<file path="src/rtl/demux_sel_sequencer.sv">
// rtl/demux_sel_sequencer.sv - programmable dwell scan sequencer driving the 1x8 demux select and data
// Optional build macro: DEMUX_SEQ_LOOP_EN (scan wraps to the lowest enabled channel until stop)
module demux_sel_sequencer #(
  parameter int DWELL_W = 4
) (
  input  logic               clk,
  input  logic               rst,
  input  logic               start,
  input  logic               stop,
  input  logic [7:0]         mask,
  input  logic [DWELL_W-1:0] dwell,
  input  logic               din,
  output logic               a,
  output logic [2:0]         s,
  output logic               busy,
  output logic               done
);

  typedef enum logic [1:0] {
    ST_IDLE = 2'd0,
    ST_SCAN = 2'd1,
    ST_DONE = 2'd2
  } state_e;

  state_e             state_q, state_d;
  logic [2:0]         s_q, s_d;
  logic               busy_q, busy_d;
  logic               done_q, done_d;
  logic [DWELL_W-1:0] cnt_q, cnt_d;
  logic [DWELL_W-1:0] dwell_q, dwell_d;
  logic [7:0]         mask_q, mask_d;

  logic [7:0]         above_mask;
  logic               has_next;
  logic [2:0]         next_ch;

  // Lowest set bit of a channel mask; returns 0 for an empty mask.
  function automatic logic [2:0] lowest_ch(input logic [7:0] m);
    logic [2:0] ch;
    ch = 3'd0;
    for (int i = 7; i >= 0; i--) begin
      if (m[i]) ch = 3'(i);
    end
    return ch;
  endfunction

  // Enabled channels strictly above the current select; (2 << s) - 1 covers bits 0..s,
  // and for s=7 the shift overflows to 0 so the subtraction yields all ones.
  always_comb begin
    above_mask = mask_q & ~((8'd2 << s_q) - 8'd1);
    has_next   = |above_mask;
    next_ch    = lowest_ch(above_mask);
  end

  // Next-state logic: launch, dwell countdown, channel advance, termination.
  always_comb begin
    state_d = state_q;
    s_d     = s_q;
    cnt_d   = cnt_q;
    mask_d  = mask_q;
    dwell_d = dwell_q;
    case (state_q)
      ST_IDLE: begin
        if (start) begin
          if (mask != 8'd0) begin
            mask_d  = mask;
            dwell_d = dwell;
            s_d     = lowest_ch(mask);
            cnt_d   = dwell;
            state_d = ST_SCAN;
          end else begin
            // Empty mask: report completion without ever going busy; s is left alone.
            state_d = ST_DONE;
          end
        end
      end
      ST_SCAN: begin
        if (cnt_q != '0) begin
          cnt_d = cnt_q - DWELL_W'(1);
        end else if (stop) begin
          state_d = ST_DONE;
        end else if (has_next) begin
          s_d   = next_ch;
          cnt_d = dwell_q;
        end else begin
`ifdef DEMUX_SEQ_LOOP_EN
          s_d   = lowest_ch(mask_q);
          cnt_d = dwell_q;
`else
          state_d = ST_DONE;
`endif
        end
      end
      ST_DONE: begin
        state_d = ST_IDLE;
      end
      default: begin
        state_d = ST_IDLE;
      end
    endcase
    busy_d = (state_d == ST_SCAN);
    done_d = (state_d == ST_DONE);
  end

  // State and output registers; reset abandons any scan without a done pulse.
  always_ff @(posedge clk or posedge rst) begin
    if (rst) begin
      state_q <= ST_IDLE;
      s_q     <= 3'd0;
      busy_q  <= 1'b0;
      done_q  <= 1'b0;
      cnt_q   <= '0;
      dwell_q <= '0;
      mask_q  <= 8'd0;
    end else begin
      state_q <= state_d;
      s_q     <= s_d;
      busy_q  <= busy_d;
      done_q  <= done_d;
      cnt_q   <= cnt_d;
      dwell_q <= dwell_d;
      mask_q  <= mask_d;
    end
  end

  assign a    = (state_q == ST_SCAN) ? din : 1'b0;
  assign s    = s_q;
  assign busy = busy_q;
  assign done = done_q;

endmodule
</file>
<file path="config.mk">
export PLATFORM = sky130hd
export DESIGN_NAME = demux_sel_sequencer
export DESIGN_NICKNAME = d
export VERILOG_FILES = /design/src/rtl/demux_sel_sequencer.sv
export SDC_FILE = /design/constraint.sdc
export NUM_CORES = 1
export LEC_CHECK = 0
export CAP_MARGIN = 20
export CORE_MARGIN = 8
export CORE_UTILIZATION = 55
export DETAILED_ROUTE_END_ITERATION = 7
export PLACE_DENSITY = 0.88
export SLEW_MARGIN = 30
export SYNTH_ARGS = -nofsm -noshare
export SYNTH_HDL_FRONTEND = slang
export SYNTH_SLANG_ARGS = --single-unit
</file>
<file path="constraint.sdc">
create_clock -name clk -period 3.7 [get_ports clk]
set_input_delay 0.74 -clock clk [delete_from_list [all_inputs] [get_ports clk]]
set_output_delay 0.74 -clock clk [all_outputs]
set_load 0.1 [all_outputs]
</file>
* Word-level counts from Yosys, hierarchy flattened *
Index checks and enable logic that the tools add are counted.

cells by class
  shift-type cells = 1
  reductions and logical operators = 8
  add/subtract/negate cells = 2
  divide/modulo/power cells = 0
  multiplexer cells = 35
  $lt $le $gt $ge = 0
  bitwise gates (word level) = 2
  equality and inequality tests = 10
  multipliers = 0

operators by type and width
  kind                                                 number
  two-way mux 3 bit                                    21
  two-way mux 4 bit                                    5
  two-way mux 2 bit                                    5
  inequality test 2 bit, second input constant         5
  bitwise AND 8 bit                                    1
  inverter 8 bit                                       1
  one-hot mux 4 bit (2 select lines)                   1
  nonzero test 8 bit                                   1
  OR reduction 8 bit                                   1
  left shift 2 x 3 -> 8 bit, first input constant      1
  subtractor 8 x 1 -> 8 bit, second input constant     1
  inequality test 3 bit, second input constant         2
  one-hot mux 3 bit (2 select lines)                   1
  AND reduction 6 bit                                  1
  AND reduction 5 bit                                  1
  equality test 2 x 1 -> 1 bit, second input constant  2
  one-hot mux 2 bit (2 select lines)                   1
  nonzero test 4 bit                                   1
  subtractor 4 x 1 -> 4 bit, second input constant     1
  AND reduction 3 bit                                  1
  equality test 2 bit, second input constant           1
  logical NOT 2 bit                                    1
  nonzero test 2 bit                                   1
  two-way mux 1 bit                                    1

storage, ports and cells
  ROM bits = 0
  word-level logic and storage cells = 65
  memories kept = 0
  latch bits = 0
  input port bits = 17
  output and inout port bits = 6
  RAM bits = 0
  register bits after elaboration = 23

* Depth between registers and ports, before layout *
  word-level depth = 16
  mapped depth = 8
  mapped depth without buffers = 7

* Least setup slack after synthesis *
OpenSTA, ideal clock, no wires.

  path kind = register to register
  from = register s_q[1], in the netlist s[1]
  to = register cnt_q[0]
  slack = 1.114 ns
  arrival = 2.462 ns
  period minus slack after synthesis = 2.586 ns
  required time = 3.575 ns
  setup time = 0.125 ns
  cell stages (with the launch flop) = 7
  path buffers = 1
  path through = dfrtp_1 buf_4 nor3b_1 nor4_2 nand3_1 a221oi_4 mux2_2

between the ends
  cells in the longest elaborated chain, start to end = 7

RTL lines
  element                                 line  text
  start, declared                         26    logic [2:0] s_q, s_d;
  start signal, assigned                  109   s_q <= 3'd0;
  start signal, assigned                  117   s_q <= s_d;
  left shift 2 x 3 -> 8 bit               50    above_mask = mask_q & ~((8'd2 << s_q) - 8'd1);
  subtractor 8 x 1 -> 8 bit               50
  inverter 8 bit                          50
  bitwise AND 8 bit                       50
  OR reduction 8 bit                      51    has_next = |above_mask;
  inequality test 3 bit (no source line)  n/a
  AND reduction 5 bit (no source line)    n/a
  end signal, assigned                    120   cnt_q <= cnt_d;
  end, declared                           29    logic [DWELL_W-1:0] cnt_q, cnt_d;

No other way between the ends.
A chain may end at the register's enable or synchronous reset.

* Worst setup path after layout *
  from = register s_q[1], in the netlist s[1]
  to = output s[1]

RTL lines
  element        line  text
  end, declared  14    output logic [2:0] s,

No word-level cell between the ends.

==> results.txt <==
Routed WL = 3040 um
Area Growth Syn to Fin = 19.6%
Worst setup margin = 0.920 ns
Pre-CTS setup slack = 0.717 ns
Core area = 0.00223 mm2
Gate power share = 59.6%
Clock Latency Late Sink = 0.30 ns
Clock Skews = 0.00489 ns
Share of cells above drive strength 1 = 20.5%
Internal Dissipation = 0.807 mW
R2r setup slk = 1.41 ns
WP buf/inv = 1
Worst path required time = 2.96 ns
Via count = 1122
Switching share of power = 48.0%
Type of the worst setup path = flip-flop to output pin
CP Data Arrival Time = 2.04 ns
Leakage power = 0.650 nW
RSZ-0062 raised after global routing = false
Via density = 6.10
Gr usage total = 14.7%
Crit share post-route = 75.1%
Crit-path leading delay family = buffers and inverters
Slowest CP cell = clkdlybuf4s50_1
Fin. Hold Viols = 0
Antenna-violating nets left = 0
Post-Layout Cell Count = 184
H-tree levels = 1
DRC violations left = 0
Die Area = 0.00422 mm2
Commonest cells after routing, fill and taps aside = dfrtp_1 (22), clkdlybuf4s50_1 (20), mux2_2 (16)
Worst reg2reg path depth = 5
Placed insts = 180
Syn Std Cell Area = 0.00132 mm2
Max stage delay on crit path = 1.20 ns
Pin count of the biggest net entering global routing = 23
Hold Crit Depth = 1
Design Area, Final = 0.00158 mm2
Min Hold Slack = 0.516 ns
# nets final = 175
Register area share after synthesis = 41.8%
Root Buffer = clkbuf_4
Setup crit start kind = flip-flop
Slew headroom = 35.0%
Top cell type's share of synthesized area = 41.8%
Post-synth top area cell = dfrtp_1
Tightest Pin Transition = 0.972 ns
Setup_tns = 0 ns
Peak VDD IR = 609 uV
Most common cell after layout, fill and taps aside = dfrtp_1
Endpoint, Worst Hold = dwell_q[0]
Inserted Clock Buffers = 3
Status = complete, no violations
Min cycle time layout = 2.78 ns
CP Capture Type = output pin
Placed inst area = 0.00154 mm2
CTS Buffer Depth = 2
Clock transition at the registers of the reported paths = 0.12 ns
RD Place Congestion = 0.937
CTS tree = yes
Avg Inst Size Synth = 9.69 um2
DP Wirelength = 2340 um
FILL cells = 170
Initial antenna violation count = 0
Yosys reg bits = 22
Total iterations of the first detailed-routing run = 4
CTS Sinks = 22
Initial Util = 59.0%
Sequential Power Share = 32.0%
FF-to-FF End = cnt_q[0]
Die X-Extent = 64.9 um
WL/cell = 16.5 um
Syn Inst Count = 136
CP cell instances = clkdlybuf4s50_1
Yosys cell types = 39
EDFF count, synth = 0
First-pass GRT wire length = 5090 um
YS warnings = 0
Syn Nets = 154
Max Clk Rate = 360 MHz
Worst min path class = flip-flop to flip-flop
First-iteration detailed-routing DRC count = 47
Crit-path max FO = 10
Diode count = 0
Worst r2r src = s[2]
Pwr Density = 986 mW/mm2
Critical Path Start = s[1]
Remaining global-route overflow = 0
Post_cts resized = 0
Synth area leaders = dfrtp_1 (42%), mux2_2 (14%), o21ai_0 (5.3%), nor2_1 (2.8%), nor2b_1 (2.4%)
Most used DFF post-synth = dfrtp_1
Rows = 17
Post-CTS Hold Fix Bufs = 0
Clock power frac = 8.4%
Max Cap Violations = 0
Number of global-route vias before repair = 1096
Slew Limit Fails = 0
Port bufs = 22
Post-CTS setup-driven buffer insertion count = 0
Die Y = 64.9 um
Synth async-reset ratio = 100%
Sw Pwr = 0.746 mW
Hold Crit Start = dwell_q[0]
Setup-failing EPs final = 0
Boundary Pins = 23
how the worst max path moves through the flow:
stage                     endpoint  slack [ns]  cells after the start
after floorplan           cnt_q[0]        1.11                      6
after global placement    cnt_q[0]        0.82                      6
after detailed placement  cnt_q[3]        0.72                      6
after CTS                     s[1]        0.94                      1
after global routing          s[1]        0.87                      1
final                         s[1]        0.92                      1
cells in the mapped netlist (2+ instances only):
| cell | n |
|---|---|
| clkbuf_1 | 3 |
| a21oi_1 | 4 |
| o21ai_0 | 14 |
| nand2b_1 | 4 |
| nor3_1 | 4 |
| nand2_1 | 8 |
| o31ai_1 | 3 |
| mux2i_1 | 2 |
| nor3b_1 | 2 |
| a21o_1 | 2 |
| nor2_2 | 2 |
| a2bb2oi_1 | 2 |
| dfrtp_1 | 22 |
| inv_1 | 8 |
| or2_2 | 2 |
| mux2_2 | 16 |
| nand3_1 | 3 |
| nor2_1 | 10 |
| nor2b_1 | 5 |
metal layers:
metal	GRT usage, %	share of wire, %	vias to the layer above
met2	25.3	48	47
met4	3.00	1.6	0
met3	2.58	7.3	8
met1	18.9	43	540
li1	-	-	527
met5	0	0	-
layout make-up:
class                           count  area (um2)  area share [%]
Sequential cell                    22         551            34.9
Tap cell                           28        35.0            2.22
Multi-Input combinational cell    100         708            45.0
Timing Repair Buffer               22         215            13.7
Clock buffer                        4        36.3            2.30
Inverter                            8        30.0            1.91
per-stage QoR:
stage | power (mW) | util (%)
2_1_floorplan | 1.22 | -
3_3_place_gp | 1.37 | 68.9
3_5_place_dp | 1.41 | 68.9
4_1_cts | 1.54 | 70.5
5_1_grt | 1.65 | 70.5
6_report | 1.55 | 70.5
kinds of logic after synthesis:
family | Yosys count | synth area share, %
compound gates | 34 | 18.0
fa+ha+maj | 1 | 0.950
simple gates | 47 | 19.7
mux | 18 | 15.2
flops | 22 | 41.8
buf+inv | 14 | 4.46
power groups by stage:
stage | Sequential [mW] | Combinational (mW) | Clock, mW
floorplan | 0.615 | 0.604 | 0
global route | 0.514 | 0.998 | 0.139
finish | 0.497 | 0.925 | 0.130
global placement | 0.486 | 0.882 | 0
CTS | 0.490 | 0.923 | 0.131
detailed placement | 0.497 | 0.917 | 0
registers in the layout, indices dropped and copies added, names as in the netlist:
signal	flops
state_q	2
s	3
done	1
busy	1
mask_q	7
cnt_q	4
dwell_q	4
worst register-to-register path, stage by stage (launching register included):
cell	delay, ns
dfrtp_1	0.59
o21ba_2	0.23
nor4_2	0.38
nand3_1	0.18
a221oi_4	0.41
mux2_2	0.39
No activity file was read; power rests on OpenSTA's default activity.
